<file path="src/rtl/motor_mixer_pkg.sv">
// Shared constants and state encoding for the quad-X motor mixer and its channel scaler.
package motor_mixer_pkg;

  typedef enum logic [2:0] {
    StIdle,
    StScale,
    StMix0,
    StMix1,
    StMix2,
    StMix3,
    StDone
  } mix_state_e;

  // Nominal SBUS/FPort channel range.
  localparam int unsigned SBUS_INPUT_MIN = 192;
  localparam int unsigned SBUS_INPUT_MID = 992;
  localparam int unsigned SBUS_INPUT_MAX = 1792;

  // Raw channel to microseconds: us = 5*raw/8 + 880, centred on 1500.
  localparam logic signed [15:0] SCALE_OFFSET = 16'sd880;
  localparam logic signed [15:0] SCALE_CENTER = 16'sd1500;
  localparam logic signed [15:0] SCALE_SPAN   = 16'sd2000;

  localparam int unsigned        DSHOT_MIN_DEFAULT = 48;
  localparam logic signed [15:0] DSHOT_MAX         = 16'sd2047;

  localparam int unsigned MOTOR_COUNT = 4;

  // Per-motor {roll,pitch,yaw} subtract bits for the 3^1 / X / 2 0 layout.
  localparam logic [11:0] MIX_NEG_DEFAULT = 12'hB83;

endpackage

</file>
<file path="src/rtl/motor_mixer_scale.sv">
// Combinational raw-channel scaler: maps 192..1792 onto a signed -2000..+2000 range.
module rc_scale
  import motor_mixer_pkg::*;
(
  input  logic [10:0]        raw,
  output logic signed [15:0] scaled
);

  logic [13:0]        prod;
  logic [10:0]        div;
  logic signed [15:0] centred;

  always_comb begin
    prod    = {3'b000, raw} * 14'd5;
    div     = prod[13:3];
    centred = $signed({5'b00000, div}) + SCALE_OFFSET - SCALE_CENTER;
    scaled  = centred <<< 2;
  end

endmodule

</file>
<file path="src/rtl/motor_mixer.sv">
// Sequential quad-X mixer: latches stick channels on start, mixes one motor per cycle
// through a shared adder/clamp, and publishes all four DShot commands with a valid pulse.
module motor_mixer
  import motor_mixer_pkg::*;
#(
  parameter logic [11:0] MIX_NEG    = MIX_NEG_DEFAULT,
  parameter int unsigned AXIS_SHIFT = 2,
  parameter int unsigned THR_MAX    = 1000,
  parameter int unsigned DSHOT_MIN  = DSHOT_MIN_DEFAULT
) (
  input  logic        clock,
  input  logic        reset_n,
  input  logic        start,
  input  logic        armed,
  input  logic [10:0] rc_throttle,
  input  logic [10:0] rc_roll,
  input  logic [10:0] rc_pitch,
  input  logic [10:0] rc_yaw,
  output logic        busy,
  output logic        valid,
  output logic [10:0] motor_cmd0,
  output logic [10:0] motor_cmd1,
  output logic [10:0] motor_cmd2,
  output logic [10:0] motor_cmd3
);

  localparam logic signed [15:0] ThrMaxS   = 16'(THR_MAX);
  localparam logic signed [15:0] DshotMinS = 16'(DSHOT_MIN);

  mix_state_e state_q, state_d;

  logic [10:0] raw_thr_q, raw_roll_q, raw_pitch_q, raw_yaw_q;
  logic        armed_q;

  logic signed [15:0] s_thr, s_roll, s_pitch, s_yaw;
  logic signed [15:0] thr_sum, thr_term_d;
  logic signed [15:0] thr_term_q, a_roll_q, a_pitch_q, a_yaw_q;

  logic [2:0]         neg;
  logic signed [15:0] v, vc, dsh;
  logic [10:0]        mix_cmd;

  logic [MOTOR_COUNT-1:0][10:0] shadow_q;
  logic [MOTOR_COUNT-1:0][10:0] cmd_q;

  rc_scale u_scale_thr   (.raw(raw_thr_q),   .scaled(s_thr));
  rc_scale u_scale_roll  (.raw(raw_roll_q),  .scaled(s_roll));
  rc_scale u_scale_pitch (.raw(raw_pitch_q), .scaled(s_pitch));
  rc_scale u_scale_yaw   (.raw(raw_yaw_q),   .scaled(s_yaw));

  always_comb begin
    state_d = state_q;
    unique case (state_q)
      StIdle:  if (start) state_d = StScale;
      StScale: state_d = StMix0;
      StMix0:  state_d = StMix1;
      StMix1:  state_d = StMix2;
      StMix2:  state_d = StMix3;
      StMix3:  state_d = StDone;
      StDone:  state_d = StIdle;
      default: state_d = StIdle;
    endcase
  end

  always_comb begin
    thr_sum    = s_thr + SCALE_SPAN;
    thr_term_d = thr_sum[15] ? 16'sd0 : (thr_sum >>> 2);
  end

  // Shared mixing datapath; the active motor is implied by the MIXm state.
  always_comb begin
    case (state_q)
      StMix1:  neg = MIX_NEG[5:3];
      StMix2:  neg = MIX_NEG[8:6];
      StMix3:  neg = MIX_NEG[11:9];
      default: neg = MIX_NEG[2:0];
    endcase

    v = thr_term_q
      + (neg[2] ? -a_roll_q  : a_roll_q)
      + (neg[1] ? -a_pitch_q : a_pitch_q)
      + (neg[0] ? -a_yaw_q   : a_yaw_q);

    if (v < 16'sd0)        vc = 16'sd0;
    else if (v > ThrMaxS)  vc = ThrMaxS;
    else                   vc = v;

    dsh = DshotMinS + (vc <<< 1);

    if (!armed_q)              mix_cmd = 11'd0;
    else if (dsh > DSHOT_MAX)  mix_cmd = 11'h7ff;
    else                       mix_cmd = dsh[10:0];
  end

  always_ff @(posedge clock or negedge reset_n) begin
    if (!reset_n) begin
      state_q     <= StIdle;
      raw_thr_q   <= '0;
      raw_roll_q  <= '0;
      raw_pitch_q <= '0;
      raw_yaw_q   <= '0;
      armed_q     <= 1'b0;
      thr_term_q  <= '0;
      a_roll_q    <= '0;
      a_pitch_q   <= '0;
      a_yaw_q     <= '0;
      shadow_q    <= '0;
      cmd_q       <= '0;
    end else begin
      state_q <= state_d;
      if (state_q == StIdle && start) begin
        raw_thr_q   <= rc_throttle;
        raw_roll_q  <= rc_roll;
        raw_pitch_q <= rc_pitch;
        raw_yaw_q   <= rc_yaw;
        armed_q     <= armed;
      end
      if (state_q == StScale) begin
        thr_term_q <= thr_term_d;
        a_roll_q   <= s_roll >>> AXIS_SHIFT;
        a_pitch_q  <= s_pitch >>> AXIS_SHIFT;
        a_yaw_q    <= s_yaw >>> AXIS_SHIFT;
      end
      case (state_q)
        StMix0: shadow_q[0] <= mix_cmd;
        StMix1: shadow_q[1] <= mix_cmd;
        StMix2: shadow_q[2] <= mix_cmd;
        StMix3: begin
          // Commands land on the edge into DONE so they are visible with valid.
          shadow_q[3] <= mix_cmd;
          cmd_q[0]    <= shadow_q[0];
          cmd_q[1]    <= shadow_q[1];
          cmd_q[2]    <= shadow_q[2];
          cmd_q[3]    <= mix_cmd;
        end
        default: ;
      endcase
    end
  end

  assign busy       = (state_q == StScale) || (state_q == StMix0) || (state_q == StMix1) ||
                      (state_q == StMix2)  || (state_q == StMix3);
  assign valid      = (state_q == StDone);
  assign motor_cmd0 = cmd_q[0];
  assign motor_cmd1 = cmd_q[1];
  assign motor_cmd2 = cmd_q[2];
  assign motor_cmd3 = cmd_q[3];

endmodule

</file>
<file path="config.mk">
export PLATFORM = sky130hd
export DESIGN_NAME = motor_mixer
export DESIGN_NICKNAME = d
export VERILOG_FILES = /design/src/rtl/motor_mixer_pkg.sv /design/src/rtl/motor_mixer_scale.sv /design/src/rtl/motor_mixer.sv
export SDC_FILE = /design/constraint.sdc
export NUM_CORES = 1
export LEC_CHECK = 0
export ABC_AREA = 1
export CORE_UTILIZATION = 40
export CTS_BUF_LIST = sky130_fd_sc_hd__clkbuf_4 sky130_fd_sc_hd__clkbuf_8
export DETAILED_ROUTE_END_ITERATION = 6
export PLACE_DENSITY = 0.63
export SLEW_MARGIN = 40
export SYNTH_ARGS = -nofsm -noshare
export SYNTH_HDL_FRONTEND = slang
export SYNTH_SLANG_ARGS = --single-unit
export TNS_END_PERCENT = 100
</file>
<file path="constraint.sdc">
create_clock -name clock -period 4.7 [get_ports clock]
set_clock_uncertainty 0.15 [all_clocks]
set_input_delay 0.94 -clock clock [delete_from_list [all_inputs] [get_ports clock]]
set_output_delay 0.94 -clock clock [all_outputs]
set_load 0.03 [all_outputs]
</file>
==> flow_metrics.env <==
export IMPL_run_status="finished with violations"
export IMPL_violations="DRC, setup timing"
export IMPL_final_util=0.510
export IMPL_layout_setup_ws_ps=-156
export IMPL_antenna_found_initial=2
export IMPL_syn2layout_area_growth_pct=24.9
export IMPL_instances_no_fill=2203
export IMPL_cp_common_cell="nor2_4"
export IMPL_drt_initial_drc_count=536
export IMPL_htree_levels=4
export IMPL_core_region_area_um2=30700
export IMPL_end_kind="flip-flop"
export IMPL_mappedNetlistArea_um2=12600
export IMPL_syn_inst=1593
export IMPL_synth_xor_area_frac=0.0549
export IMPL_rows=64
export IMPL_ant_nets=0
export IMPL_post_dp_hpwl_mm=21.7
export IMPL_drv_slew=0
export IMPL_cts_hold_buffers=0
export IMPL_synth_top_cell_area_share=0.353
export IMPL_yosys_warnings=0
export IMPL_critPathLaunchType="flip-flop"
export IMPL_hold_slack_ps=310
export IMPL_cts_root_buf="clkbuf_8"
export IMPL_wl_mm=28.2
export IMPL_cp_required_ps=4940
export IMPL_vias_per_cell=4.74
export IMPL_slowest_delay_ps=530
export IMPL_avgSynthCellArea_um2=7.89
export IMPL_seq_area_frac_synth=0.353
export IMPL_synth_top_area_cell="dfrtp_1"
export IMPL_grt_pass1_wl_mm=48.1
export IMPL_synth_simple_area_share=0.251
export IMPL_period_needed_ps=4860
export IMPL_grt_pass1_vias=10100
export IMPL_max_freq_mhz=206
export IMPL_wl_per_cell_um=12.8
export IMPL_clock_latency_ps=530
export IMPL_cts_sinks=177
export IMPL_crit_fanout=6
export IMPL_syn_nets=1770
export IMPL_final_cell_mix="nand2_1, inv_1, dfrtp_1"
export IMPL_dr_pass1_iters=7
export IMPL_die_area_um2=32100
export IMPL_io_pin_count=94
export IMPL_grtUsageTotal=0.190
export IMPL_stdcell_area_um2=15700
export IMPL_clockBufferDepth=2
export IMPL_setup_viol=23
export IMPL_timing_final_crit_share=1.03
export IMPL_grt_overflow=0
export IMPL_nets=1970
export IMPL_grt_max_degree=84
export IMPL_die_w_um=179
export IMPL_synth_compound_area_frac=0.0756
export IMPL_initial_utilization=0.409
export IMPL_synth_adder_area_share=0.148
export IMPL_maxCapViolCount=0
export IMPL_reg2regPathDepth=30
export IMPL_critPathArrivalTime_ps=5090
export IMPL_numCtsBuffers=17
export IMPL_ys_types=48
export IMPL_die_h_um=179
export IMPL_maxSlewHeadroom=0.542
export IMPL_synth_top_family_by_area="simple AND/OR/NAND/NOR gates"
export IMPL_ys_top_cells_by_area="dfrtp_1, nand2_1, ha_1, inv_1, fa_1"
export IMPL_worst_path_max_delay_cell="fa_1"
export IMPL_hold_viol=0
export IMPL_r2r_start="state_q[0]"
export IMPL_drcViolationCount=16
export IMPL_port_buffers=93
export IMPL_dr_total_vias=10500
export IMPL_muxShareOfSynthArea=0.0359
export IMPL_placed_cells=2157
export IMPL_yosys_register_bits=177
export IMPL_path_class="flip-flop to flip-flop"
export IMPL_postPlaceCellArea_um2=14800
export IMPL_cts_clk_slew_worst_paths_ps=120
export IMPL_cts_tree="done"
export IMPL_rsz0062_at_grt="yes"
export IMPL_r2r_end="shadow_q[19]"
export IMPL_final_common_cell="nand2_1"
export IMPL_rrSetupSlack_ps=-160
export IMPL_place_congestion=0.863
export IMPL_hp_class="primary input to asynchronous set/reset pin"
export IMPL_layout_drive_gt1_share=0.199
export IMPL_tightest_slew_ps=687
through the flow:
stage          TNS [ps]  setup slack, ps
2_1_floorplan      -521            -84.2
3_3_place_gp      -7940             -282
3_5_place_dp      -9710             -343
4_1_cts            -701            -85.1
5_1_grt          -14580             -437
6_report          -1570             -156
flip-flops by register name, summed over array words and instances (netlist names):
register	count
motor_cmd3	11
raw_roll_q	11
state_q	3
a_pitch_q	13
a_roll_q	13
motor_cmd1	11
motor_cmd2	11
thr_term_q	13
shadow_q	33
armed_q	1
raw_pitch_q	11
raw_yaw_q	11
a_yaw_q	13
motor_cmd0	11
raw_thr_q	11
routing by layer:
layer,track usage,wire length [um]
met5,0,13
met4,0.0599,601
met3,0.0388,948
met2,0.312,13100
met1,0.250,13500
repair_timing:
action / CTS / global route
setup buffers: 8 / 5
gates resized for setup: 73 / 28
setup endpoints to repair: 44 / 44
pin swaps: 43 / 3
synth_stat cells (all sizes together):
cell	instances
nand2	512
inv	228
dfrtp	177
nand3	99
ha	97
nor2	90
o21ai	81
a21oi	59
xor2	57
mux2	40
fa	32
xnor2	20
clkbuf	19
buf	16
nand4	16
nor3	12
nand3b	6
o31ai	5
o211ai	4
o22ai	4
or2	4
a31oi	3
a21boi	2
o21a	2
o22a	2
a31o	1
and2	1
clkinv	1
nor4	1
o2111ai	1
o21bai	1
critical path: cells and delay by family (launching register included):
family | cells | cell delay [ps]
buf+inv | 5 | 360
simple gates | 18 | 1820
fa+ha+maj | 4 | 1500
flops | 1 | 480
compound gates | 2 | 240
xor+xnor | 1 | 140
cells by family (layout without fill, tap and decap cells):
kind of cell | Yosys count | after routing
multiplexers | 40 | 40
AND/OR/NAND/NOR | 741 | 741
AO/OA/AOI/OAI | 165 | 165
buffers and inverters | 264 | 477
flip-flops | 177 | 177
other | 0 | 1
adder cells (fa/ha/maj) | 129 | 129
XOR/XNOR | 77 | 77
final cells by class:
type / count / area, um2
Sequential cell: 177 / 4430
Inverter: 229 / 862
Clock inverter: 15 / 165
Timing Repair Buffer: 216 / 1870
Multi-Input combinational cell: 1152 / 7620
Clock buffer: 17 / 234
Antenna cell: 1 / 2.50
Fill cell: 2988 / 15100
Tap cell: 396 / 495
how the worst max path moves through the flow:
stage	from	depth (start not counted)	endpoint
finish	state_q[0]	30	shadow_q[19]
global route	a_roll_q[1]	36	motor_cmd3[10]
CTS	a_pitch_q[4]	32	shadow_q[19]
detailed placement	state_q[2]	33	motor_cmd3[10]
global placement	state_q[2]	30	shadow_q[10]
floorplan	a_roll_q[0]	34	shadow_q[10]
Power is not shown: default switching activity piles up to over one toggle a cycle in this logic, so the estimate is an artifact.
==> RTL edit (config.mk and constraints unchanged) <==
Re-encode `mix_state_e` (7 states) as one-hot, 7 bits wide.
--- a/src/rtl/motor_mixer_pkg.sv
+++ b/src/rtl/motor_mixer_pkg.sv
@@ -2,12 +2,12 @@
 package motor_mixer_pkg;
 
-  typedef enum logic [2:0] {
-    StIdle,
-    StScale,
-    StMix0,
-    StMix1,
-    StMix2,
-    StMix3,
-    StDone
+  typedef enum logic [6:0] {
+    StIdle  = 7'b0000001,
+    StScale = 7'b0000010,
+    StMix0  = 7'b0000100,
+    StMix1  = 7'b0001000,
+    StMix2  = 7'b0010000,
+    StMix3  = 7'b0100000,
+    StDone  = 7'b1000000
   } mix_state_e;
 
Behaviour: same outputs for any inputs over 4 cycles, from zero or initial values and one cycle with reset_n low; so few cycles prove little.
==> RTL edit against the unedited design <==
The run ends with setup timing left; wire length is 8.6% higher; sequential cell count is 4 higher; count of clock-buffer cells in the layout is 1 higher; maximum frequency is 7.3% lower; global-route usage is 1.1 points higher; sequential share of layout area is 0.14 points lower; area after synthesis is 0.57% lower; worst setup slack worse by 380 ps; critical path depth is 3 higher; final area is 2.7% higher; synthesized cell count is 3.8% higher; critical path type unchanged.
Power is not shown: default switching activity piles up to over one toggle a cycle in this logic, so the estimate is an artifact.
==> RTL edit: results (changes against the unedited design) <==
timing:
  finalSetupViolations: 44  # +91%
  worst_slack_ps: -540.4  # -384.7 ps
  fin_setup_tns_ps: -19450  # -17880 ps
final_layout:
  nClkBuffers: 18  # +1
  seqCellArea_um2: 4531  # +2.2%
  nonClkBufAreaFrac: 0.1333  # +0.01391
  n_all_buffers: 246  # +14%
placed_design:
  place_inst: 2236  # +3.7%
clocking:
  clk_latency_ps: 490  # -40 ps
critical_path:
  cp-endpoint: "motor_cmd3[6]"
  cp.arrival_ps: 5470  # +380 ps
  worstRegToRegCells: 33  # +10%
  cpPeakStageDelay_ps: 570  # +40 ps
synth:
  yosysUniqueCellTypes: 45  # -6.3%
  syn_nets: 1831  # +3.4%
  ys_seq_area_frac: 0.3627  # +0.01013
  synth.area.top_cells: "dfrtp_1 36%, nand2_1 19%, ha_1 9.7%"
drt:
  drt_first_iter_violations: 559  # +4.3%
  drt_first_pass_iters: 5  # -2
  wl_met3_um: 1113  # +17%
  wl_met2_um: 14700  # +12%
  vias: 10915  # +4.4%
grt:
  grt_use_met2: 0.3461  # +0.03399
  antenna_found_initial: 0  # -2
  grt_pass1_wl_um: 50960  # +5.9%
  grt_pass1_vias: 10659  # +5.5%
  groute.layer.met1.usage: 0.2566  # +0.006701
status:
  violations: "setup timing"
  status: "finished with violations"
[RTL edit: repair_timing]
| item | in CTS | in global routing |
|---|---|---|
| setup endpoints to repair | 44 | 44 |
| gates cloned | 1 | 0 |
| gates resized for setup | 85 | 74 |
| setup buffers | 8 | 18 |
| pin swaps | 33 | 44 |
[RTL edit: kinds of logic (layout without fill, tap and decap cells)]
| group | count (synthesis) | in the layout | synth area share |
|---|---|---|---|
| xor gates and xnor gates | 85 | 85 | 0.05960 |
| DFF | 181 | 181 | 0.3627 |
| buffers and inverters | 261 | 503 | 0.07903 |
| adders and majority gates | 129 | 129 | 0.1485 |
| AOI/OAI and AO/OA | 164 | 164 | 0.07533 |
| and+or+nand+nor | 833 | 834 | 0.2741 |
| muxes | 1 | 1 | 0.0008014 |
[RTL edit: worst min-delay path, cell delays in order (launching register included)]
cell and delay [ps]:
dfrtp_1 350, nand2_1 60, nand2_1 50
